<file path="src/rtl/color_sequence_player.sv">
// Plays queued 2-bit color codes on four LEDs: ON_CYCLES lit, then GAP_CYCLES dark per color.
// Latency: push into idle/empty lights the LED after the following edge; back-to-back colors have no idle bubble.
// Backpressure: o_color_ready = !full; valid while not ready is dropped, not held. i_abort flushes everything.
//
// Ports: i_clk, i_rst (sync, active-high), i_color_in/i_color_valid/o_color_ready (push side),
//        i_abort, o_led_green/red/blue/yellow (codes 00/01/10/11), o_busy, o_done (1-cycle), o_tone_out.
// Optional feature macro: COLOR_TONE_EN builds a per-color square-wave tone on o_tone_out during ON;
//        without it o_tone_out is tied low and no divider exists.
module color_sequence_player #(
  parameter int DEPTH      = 4,
  parameter int ON_CYCLES  = 25000000,
  parameter int GAP_CYCLES = 12500000,
  parameter int TONE_HALF  = 25000
) (
  input  logic       i_clk,
  input  logic       i_rst,
  input  logic [1:0] i_color_in,
  input  logic       i_color_valid,
  output logic       o_color_ready,
  input  logic       i_abort,
  output logic       o_led_green,
  output logic       o_led_red,
  output logic       o_led_blue,
  output logic       o_led_yellow,
  output logic       o_busy,
  output logic       o_done,
  output logic       o_tone_out
);

  localparam int CNT_MAX = (ON_CYCLES > GAP_CYCLES) ? ON_CYCLES : GAP_CYCLES;
  localparam int CW      = $clog2(CNT_MAX + 1);
  localparam int AW      = $clog2(DEPTH);
  localparam int PW      = AW + 1;
  // Counters hold "cycles remaining minus one" so a phase ends when they reach zero.
  localparam logic [CW-1:0] ON_LOAD  = CW'(ON_CYCLES - 1);
  localparam logic [CW-1:0] GAP_LOAD = CW'(GAP_CYCLES - 1);

  typedef enum logic [1:0] {S_IDLE, S_ON, S_GAP} state_t;

  // FIFO storage and pointers (extra MSB distinguishes full from empty)
  logic [1:0]    r_mem [DEPTH];
  logic [PW-1:0] r_wr_ptr, r_rd_ptr;
  logic          w_empty, w_full, w_push, w_pop;
  logic [1:0]    w_head;

  // FSM
  state_t        r_state, w_state_nxt;
  logic [CW-1:0] r_cnt, w_cnt_nxt;
  logic [3:0]    r_led, w_led_nxt;
  logic          r_done, w_done_nxt;

  assign w_empty = (r_wr_ptr == r_rd_ptr);
  assign w_full  = (r_wr_ptr[AW] != r_rd_ptr[AW]) && (r_wr_ptr[AW-1:0] == r_rd_ptr[AW-1:0]);
  assign w_head  = r_mem[r_rd_ptr[AW-1:0]];
  assign w_push  = i_color_valid && !w_full && !i_abort;

  always_comb begin
    w_state_nxt = r_state;
    w_cnt_nxt   = r_cnt;
    w_led_nxt   = r_led;
    w_done_nxt  = 1'b0;
    w_pop       = 1'b0;
    case (r_state)
      S_IDLE: begin
        w_led_nxt = 4'b0000;
        if (!w_empty) begin
          w_pop       = 1'b1;
          w_cnt_nxt   = ON_LOAD;
          w_led_nxt   = 4'b0001 << w_head;
          w_state_nxt = S_ON;
        end
      end
      S_ON: begin
        if (r_cnt == '0) begin
          w_cnt_nxt   = GAP_LOAD;
          w_led_nxt   = 4'b0000;
          w_state_nxt = S_GAP;
        end else begin
          w_cnt_nxt = r_cnt - CW'(1);
        end
      end
      S_GAP: begin
        if (r_cnt == '0) begin
          if (!w_empty) begin
            // Chain straight into the next color without passing through IDLE.
            w_pop       = 1'b1;
            w_cnt_nxt   = ON_LOAD;
            w_led_nxt   = 4'b0001 << w_head;
            w_state_nxt = S_ON;
          end else begin
            w_done_nxt  = 1'b1;
            w_state_nxt = S_IDLE;
          end
        end else begin
          w_cnt_nxt = r_cnt - CW'(1);
        end
      end
      default: begin
        w_led_nxt   = 4'b0000;
        w_cnt_nxt   = '0;
        w_state_nxt = S_IDLE;
      end
    endcase
    if (i_abort) begin
      w_state_nxt = S_IDLE;
      w_cnt_nxt   = '0;
      w_led_nxt   = 4'b0000;
      w_done_nxt  = 1'b0;
      w_pop       = 1'b0;
    end
  end

  always_ff @(posedge i_clk) begin
    if (i_rst) begin
      r_state  <= S_IDLE;
      r_cnt    <= '0;
      r_led    <= 4'b0000;
      r_done   <= 1'b0;
      r_wr_ptr <= '0;
      r_rd_ptr <= '0;
    end else begin
      r_state <= w_state_nxt;
      r_cnt   <= w_cnt_nxt;
      r_led   <= w_led_nxt;
      r_done  <= w_done_nxt;
      if (i_abort) begin
        r_wr_ptr <= '0;
        r_rd_ptr <= '0;
      end else begin
        if (w_push) r_wr_ptr <= r_wr_ptr + PW'(1);
        if (w_pop)  r_rd_ptr <= r_rd_ptr + PW'(1);
      end
    end
  end

  // Storage needs no reset: pointers alone define which entries are valid.
  always_ff @(posedge i_clk) begin
    if (w_push) r_mem[r_wr_ptr[AW-1:0]] <= i_color_in;
  end

  assign o_color_ready = !w_full;
  assign o_led_green   = r_led[0];
  assign o_led_red     = r_led[1];
  assign o_led_blue    = r_led[2];
  assign o_led_yellow  = r_led[3];
  assign o_done        = r_done;
  assign o_busy        = (r_state != S_IDLE) || !w_empty;

`ifdef COLOR_TONE_EN
  localparam int TW = $clog2(4 * TONE_HALF + 1);
  logic [1:0]    r_code;
  logic [1:0]    w_tcode;
  logic [TW-1:0] r_tcnt, w_tload;
  logic          r_tone;

  // Half-period reload for the color being started (on pop) or currently playing.
  assign w_tcode = w_pop ? w_head : r_code;
  always_comb begin
    w_tload = '0;
    case (w_tcode)
      2'd0:    w_tload = TW'(TONE_HALF - 1);
      2'd1:    w_tload = TW'(2 * TONE_HALF - 1);
      2'd2:    w_tload = TW'(3 * TONE_HALF - 1);
      default: w_tload = TW'(4 * TONE_HALF - 1);
    endcase
  end

  always_ff @(posedge i_clk) begin
    if (i_rst) begin
      r_code <= 2'b00;
      r_tcnt <= '0;
      r_tone <= 1'b0;
    end else if (w_state_nxt != S_ON) begin
      // Leaving ON (incl. abort) silences the tone.
      r_tcnt <= '0;
      r_tone <= 1'b0;
    end else if (w_pop) begin
      r_code <= w_head;
      r_tcnt <= w_tload;
      r_tone <= 1'b0;
    end else if (r_tcnt == '0) begin
      r_tcnt <= w_tload;
      r_tone <= ~r_tone;
    end else begin
      r_tcnt <= r_tcnt - TW'(1);
    end
  end

  assign o_tone_out = r_tone;
`else
  assign o_tone_out = 1'b0;
`endif

endmodule

</file>
<file path="config.mk">
export PLATFORM = sky130hd
export DESIGN_NAME = color_sequence_player
export DESIGN_NICKNAME = d
export VERILOG_FILES = /design/src/rtl/color_sequence_player.sv
export SDC_FILE = /design/constraint.sdc
export NUM_CORES = 1
export LEC_CHECK = 0
export CAP_MARGIN = 20
export CORE_ASPECT_RATIO = 1.25
export CORE_MARGIN = 2
export CORE_UTILIZATION = 45
export CTS_BUF_LIST = sky130_fd_sc_hd__clkbuf_4 sky130_fd_sc_hd__clkbuf_8
export DETAILED_ROUTE_END_ITERATION = 10
export PLACE_DENSITY_LB_ADDON = 0.15
export SKIP_LAST_GASP = 1
export SYNTH_ARGS = -nofsm -noshare
export SYNTH_HDL_FRONTEND = slang
export SYNTH_SLANG_ARGS = --single-unit
</file>
<file path="constraint.sdc">
create_clock -name i_clk -period 4.35 [get_ports i_clk]
set_clock_uncertainty 0.05 [all_clocks]
set_input_delay 1.0875 -clock i_clk [delete_from_list [all_inputs] [get_ports i_clk]]
set_output_delay 1.0875 -clock i_clk [all_outputs]
set_load 0.01 [all_outputs]
</file>
Yosys cells after proc, flatten, opt, wreduce, memory -nomap -nowiden
Memories as Yosys holds them, arrays and structs flattened. A register that Yosys moved wholly into a read port is not among the register bits.
Cells that the tools add are included.
Widths: inputs -> output; s select.
{"block": "totals", "register_bits": 38, "latchBits": 0, "ram_bits": 8, "rom_bits": 0, "in_bits": 6, "output_inout_bits": 8, "word_cells": 59, "n_memories": 1}
{"block": "classes", "n_addsub": 3, "mul": 0, "n_div": 0, "order_cmp": 0, "n_eq_ne": 9, "shift": 1, "mux": 23, "bitwise_logic": 2, "reduce_logical": 14}
{"name": "r_mem", "words": 4, "width": 2, "rd": 1, "rd_clocked_by_memory_dff": 1, "write_ports": 1, "line_no": "41", "source": "logic [1:0] r_mem [DEPTH];"}
{"op": "$mux 25", "count": 3}
{"op": "$pmux 25 s3", "count": 1}
{"op": "$logic_not 25->1", "count": 1}
{"op": "$sub 25x1->25 const B", "count": 1}
{"op": "$mux 4", "count": 4}
{"op": "$pmux 4 s3", "count": 1}
{"op": "$mux 2", "count": 5}
{"op": "$ne 2x2->1 const B", "count": 4}
{"op": "$mux 1", "count": 7}
{"op": "$add 3x1->3 const B", "count": 2}
{"op": "$pmux 2 s3", "count": 1}
{"op": "$reduce_and 3->1", "count": 2}
{"op": "$reduce_or 4->1", "count": 1}
{"op": "$shl 1x2->4 const A", "count": 1}
{"op": "$eq 3x3->1", "count": 1}
{"op": "$logic_and 1x1->1", "count": 3}
{"op": "$logic_not 1->1", "count": 3}
{"op": "$eq 2x1->1 const B", "count": 1}
{"op": "$eq 2x2->1", "count": 1}
{"op": "$eq 2x2->1 const B", "count": 1}
{"op": "$logic_not 2->1", "count": 1}
{"op": "$not 1->1", "count": 2}
{"op": "$pmux 1 s2", "count": 1}
{"op": "$reduce_bool 2->1", "count": 1}
{"op": "3 further kinds", "count": 3}

Logic depth before layout (Yosys ltp)
{"block": "depth", "word_depth": 7, "mapped_depth": 10, "mapped_depth_nobuf": 8}

Worst setup path after synthesis
No wires, ideal clock.
{"block": "synth_timing", "path_kind": "flip-flop to output port", "start": "register r_wr_ptr[1]", "end": "output o_busy", "arrival_ns": 1.390, "path_slack_ns": 1.822, "path_stages_with_launch": 6, "cell_sequence": "dfxtp_1 > xor2_1 > nor3_1 > nand2_1 > nor2_1 > inv_1"}
{"block": "synth_via", "elab_chain_len": 3}
{"item": "start: declaration", "line_no": "42", "source": "logic [PW-1:0] r_wr_ptr, r_rd_ptr;"}
{"item": "start signal: assignment", "line_no": "130", "source": "if (w_push) r_wr_ptr <= r_wr_ptr + PW'(1);"}
{"item": "$eq 3x3->1", "line_no": "52", "source": "assign w_empty = (r_wr_ptr == r_rd_ptr);"}
{"item": "$logic_not 1->1", "line_no": "147", "source": "assign o_busy = (r_state != S_IDLE) || !w_empty;"}
{"item": "$logic_or 1x1->1", "line_no": "147"}
{"item": "end: declaration", "line_no": "25", "source": "output logic o_busy,"}
No other way between the ends.

Worst setup path after layout
Ends and elaborated chain as after synthesis.

==> results.cfg <==
[placement]
io_buffers = 12
gp_congestion = 1.00
hpwlAfterDp_mm = 6.14

[synthesis]
synth_top_area_share_pct = 28.1
ys.flop_type = dfxtp_1
synthesis.nets = 363
synth_enable_flop_cells = 8
synth.distinct_cells = 66
synth_top_family_by_area = simple AND/OR/NAND/NOR gates
ys_warn_count = 0
synth_xor_area_share_pct = 3.07
syn-mean-instance-area_um2 = 8.13
yosys.area.top_type = dfxtp_1
synth_compound_area_share_pct = 24.0
yosys.area_share.simple_pct = 27.4
async_reset_ff_share_pct = 0
syn_area_mm2 = 0.00285
synth.area.mux_share_pct = 2.28
synth_area_leaders = dfxtp_1 28%, edfxtp_1 8.4%, nor2_1 5.9%, o21ai_0 5.4%, a21oi_1 4.9%
synth-seq-cells = 48
ys_seq_area_share_pct = 36.5
synthAdderAreaFrac_pct = 2.63
syn_inst = 351

[setup_path]
worst_ep_required_time_ns = 3.21
r2r_start = r_cnt[5]$_SDFF_PP0_
critPathArrivalTime_ns = 2.33
startpoint = r_wr_ptr[1]$_SDFFE_PP0P_
cp_top_family = buffers and inverters
endpoint_kind = primary output
critPathSlowestCell = clkdlybuf4s50_1
cp_max_fo = 6
critPathBufInv = 3
path_class = reg -> out
crit_chain = xor2_1 > nor3_1 > buf_4 > nand2_1 > nor2_1 > inv_1 > clkdlybuf4s50_1
cp-start-kind = flop
slowest_delay_ns = 0.52

[clocking]
h-tree-depth = 2
clockRootBuffer = clkbuf_8
ctsLongestPathBuffers = 2
clkLatencyLatePin_ns = 0.32
cts_tree = done
postCtsResizedCells = 0
cts.sinks = 48
numCtsBuffers = 5
ctsHoldBuffers = 0
cts.clk_slew.worst_paths_ns = 0.10
post-cts-setup-buffer-count = 0

[global_routing]
grt_max_degree = 33
grt_pass1_wl_mm = 13.6
grt_pass1_vias = 2678
antenna_found_initial = 0
grt_usage_pct = 25.7
grt_overflow = 0

[timing]
slew_violations = 0
tightest_slew_ns = 0.945
period_share_pct = 79.8
hold_violations = 0
setup-tns-final_ns = 0
min_period_ns = 3.47
relSlewSlack_pct = 36.4
finalSetupViolCount = 0
rsz0062_at_grt = no
timing.fmax_ghz = 0.288

[power]
power_density_mw_per_mm2 = 407
vdd_drop_max_uv = 256
p_leak_nw = 1.14

[min_path]
holdCritStartpoint = r_led[0]$_SDFFE_PP0P_
hp-class = reg -> reg

[drt]
vias = 2884
routedWlPerCell_um = 19.2
firstDrtPassIters = 6
drc = 0
drt_iter0_drc = 529
viasPerCell = 6.51
wirelength_mm = 8.52
ant_nets = 0

[cells_and_area]
final_common_cell = nor2_1
final_util_pct = 50.8
mostFrequentLayoutCells = 45 x nor2_1, 40 x dfxtp_1, 31 x o21ai_0
diodes = 0
area_growth_pct = 9.69
nNetsFinal = 369
final_layout_size_suffix_gt1_share_pct = 7.54

[floorplan]
fp-row-count = 32
core_area_mm2 = 0.00617
io_pins = 14
start_util_pct = 46.3
die_x_um = 75.2
die_area_mm2 = 0.00700
dieHeight_um = 93.0

[outcome]
status = finished, final reports clean

[flow_run]
max_cap_violations = 0
[flip-flops by register name (all words and copies together), names as in the netlist, named ones only]
register  cells
r_wr_ptr      3
r_rd_ptr      3
o_done        1
r_mem         8
r_led         4
r_cnt        25
r_state       2
[path summary, 6_finish.rpt]
check                          endpoint  cells past startpoint  slack, ns
setup / recovery                 o_busy                      7       0.88
hold / removal    r_led[0]$_SDFFE_PP0P_                      1       0.42
setup reg to reg  r_led[0]$_SDFFE_PP0P_                      6       1.29
hold reg to reg   r_led[0]$_SDFFE_PP0P_                      1       0.42
[power breakdown]
| group | switching, W | internal, W | total (W) |
|---|---|---|---|
| clock network | 0.000172 | 0.000119 | 0.000291 |
| logic | 0.000333 | 0.000146 | 0.000479 |
| registers | 0.0000311 | 0.000471 | 0.000502 |
[routing by layer]
layer / up-vias / routed length, µm / track usage (%)
li1: 1337 / - / -
met5: - / 0 / 0
met1: 1361 / 3400 / 31.8
met2: 147 / 4170 / 41.2
met4: 0 / 427 / 14.9
met3: 39 / 527 / 4.63
[Yosys cell counts, drive strengths merged, types with 3 or more instances]
library cell  instances
dfxtp                40
a211oi                3
ha                    6
nor4                 16
xnor2                 4
nand2                27
o21ai                34
a21oi                29
nand4                 6
nand3                11
a31oi                13
and2                  4
o221ai                3
buf                   6
clkbuf               12
o41ai                 3
or3                   6
edfxtp                8
nor2                 47
or4                   5
inv                   8
xor2                  6
a221oi                3
nor3                 11
[logic make-up (layout without fill, tap and decap cells)]
logic type / Yosys count / after routing
AO/OA/AOI/OAI: 108 / 108
XOR/XNOR: 10 / 10
adder cells (fa/ha/maj): 6 / 6
buffers and inverters: 26 / 33
flip-flops: 48 / 48
multiplexers: 4 / 4
other: 1 / 1
AND/OR/NAND/NOR: 148 / 148
[per-stage QoR]
stage | cells | area, µm² | setup WS [ns] | hold slack (ns) | total power, W
finish | 443 | 3130 | 0.879 | 0.422 | 0.00127
CTS | 443 | 3130 | 0.899 | 0.432 | 0.00126
floorplan | 351 | 2850 | 1.82 | 0.416 | 0.000842
detailed placement | 435 | 3030 | 1.23 | 0.409 | 0.000969
global route | 443 | 3130 | 0.790 | 0.446 | 0.00133
global placement | 435 | 3030 | 1.32 | 0.384 | 0.000972
[layout make-up]
class	instances	area, µm²
timing repair buffer	17	158
sequential	48	1040
fill	620	3040
inverter	8	30.0
clock inverter	3	26.3
tap	85	106
multi-input combinational	277	1700
clock buffer	5	68.8
Power figures use the tool's default switching activity.
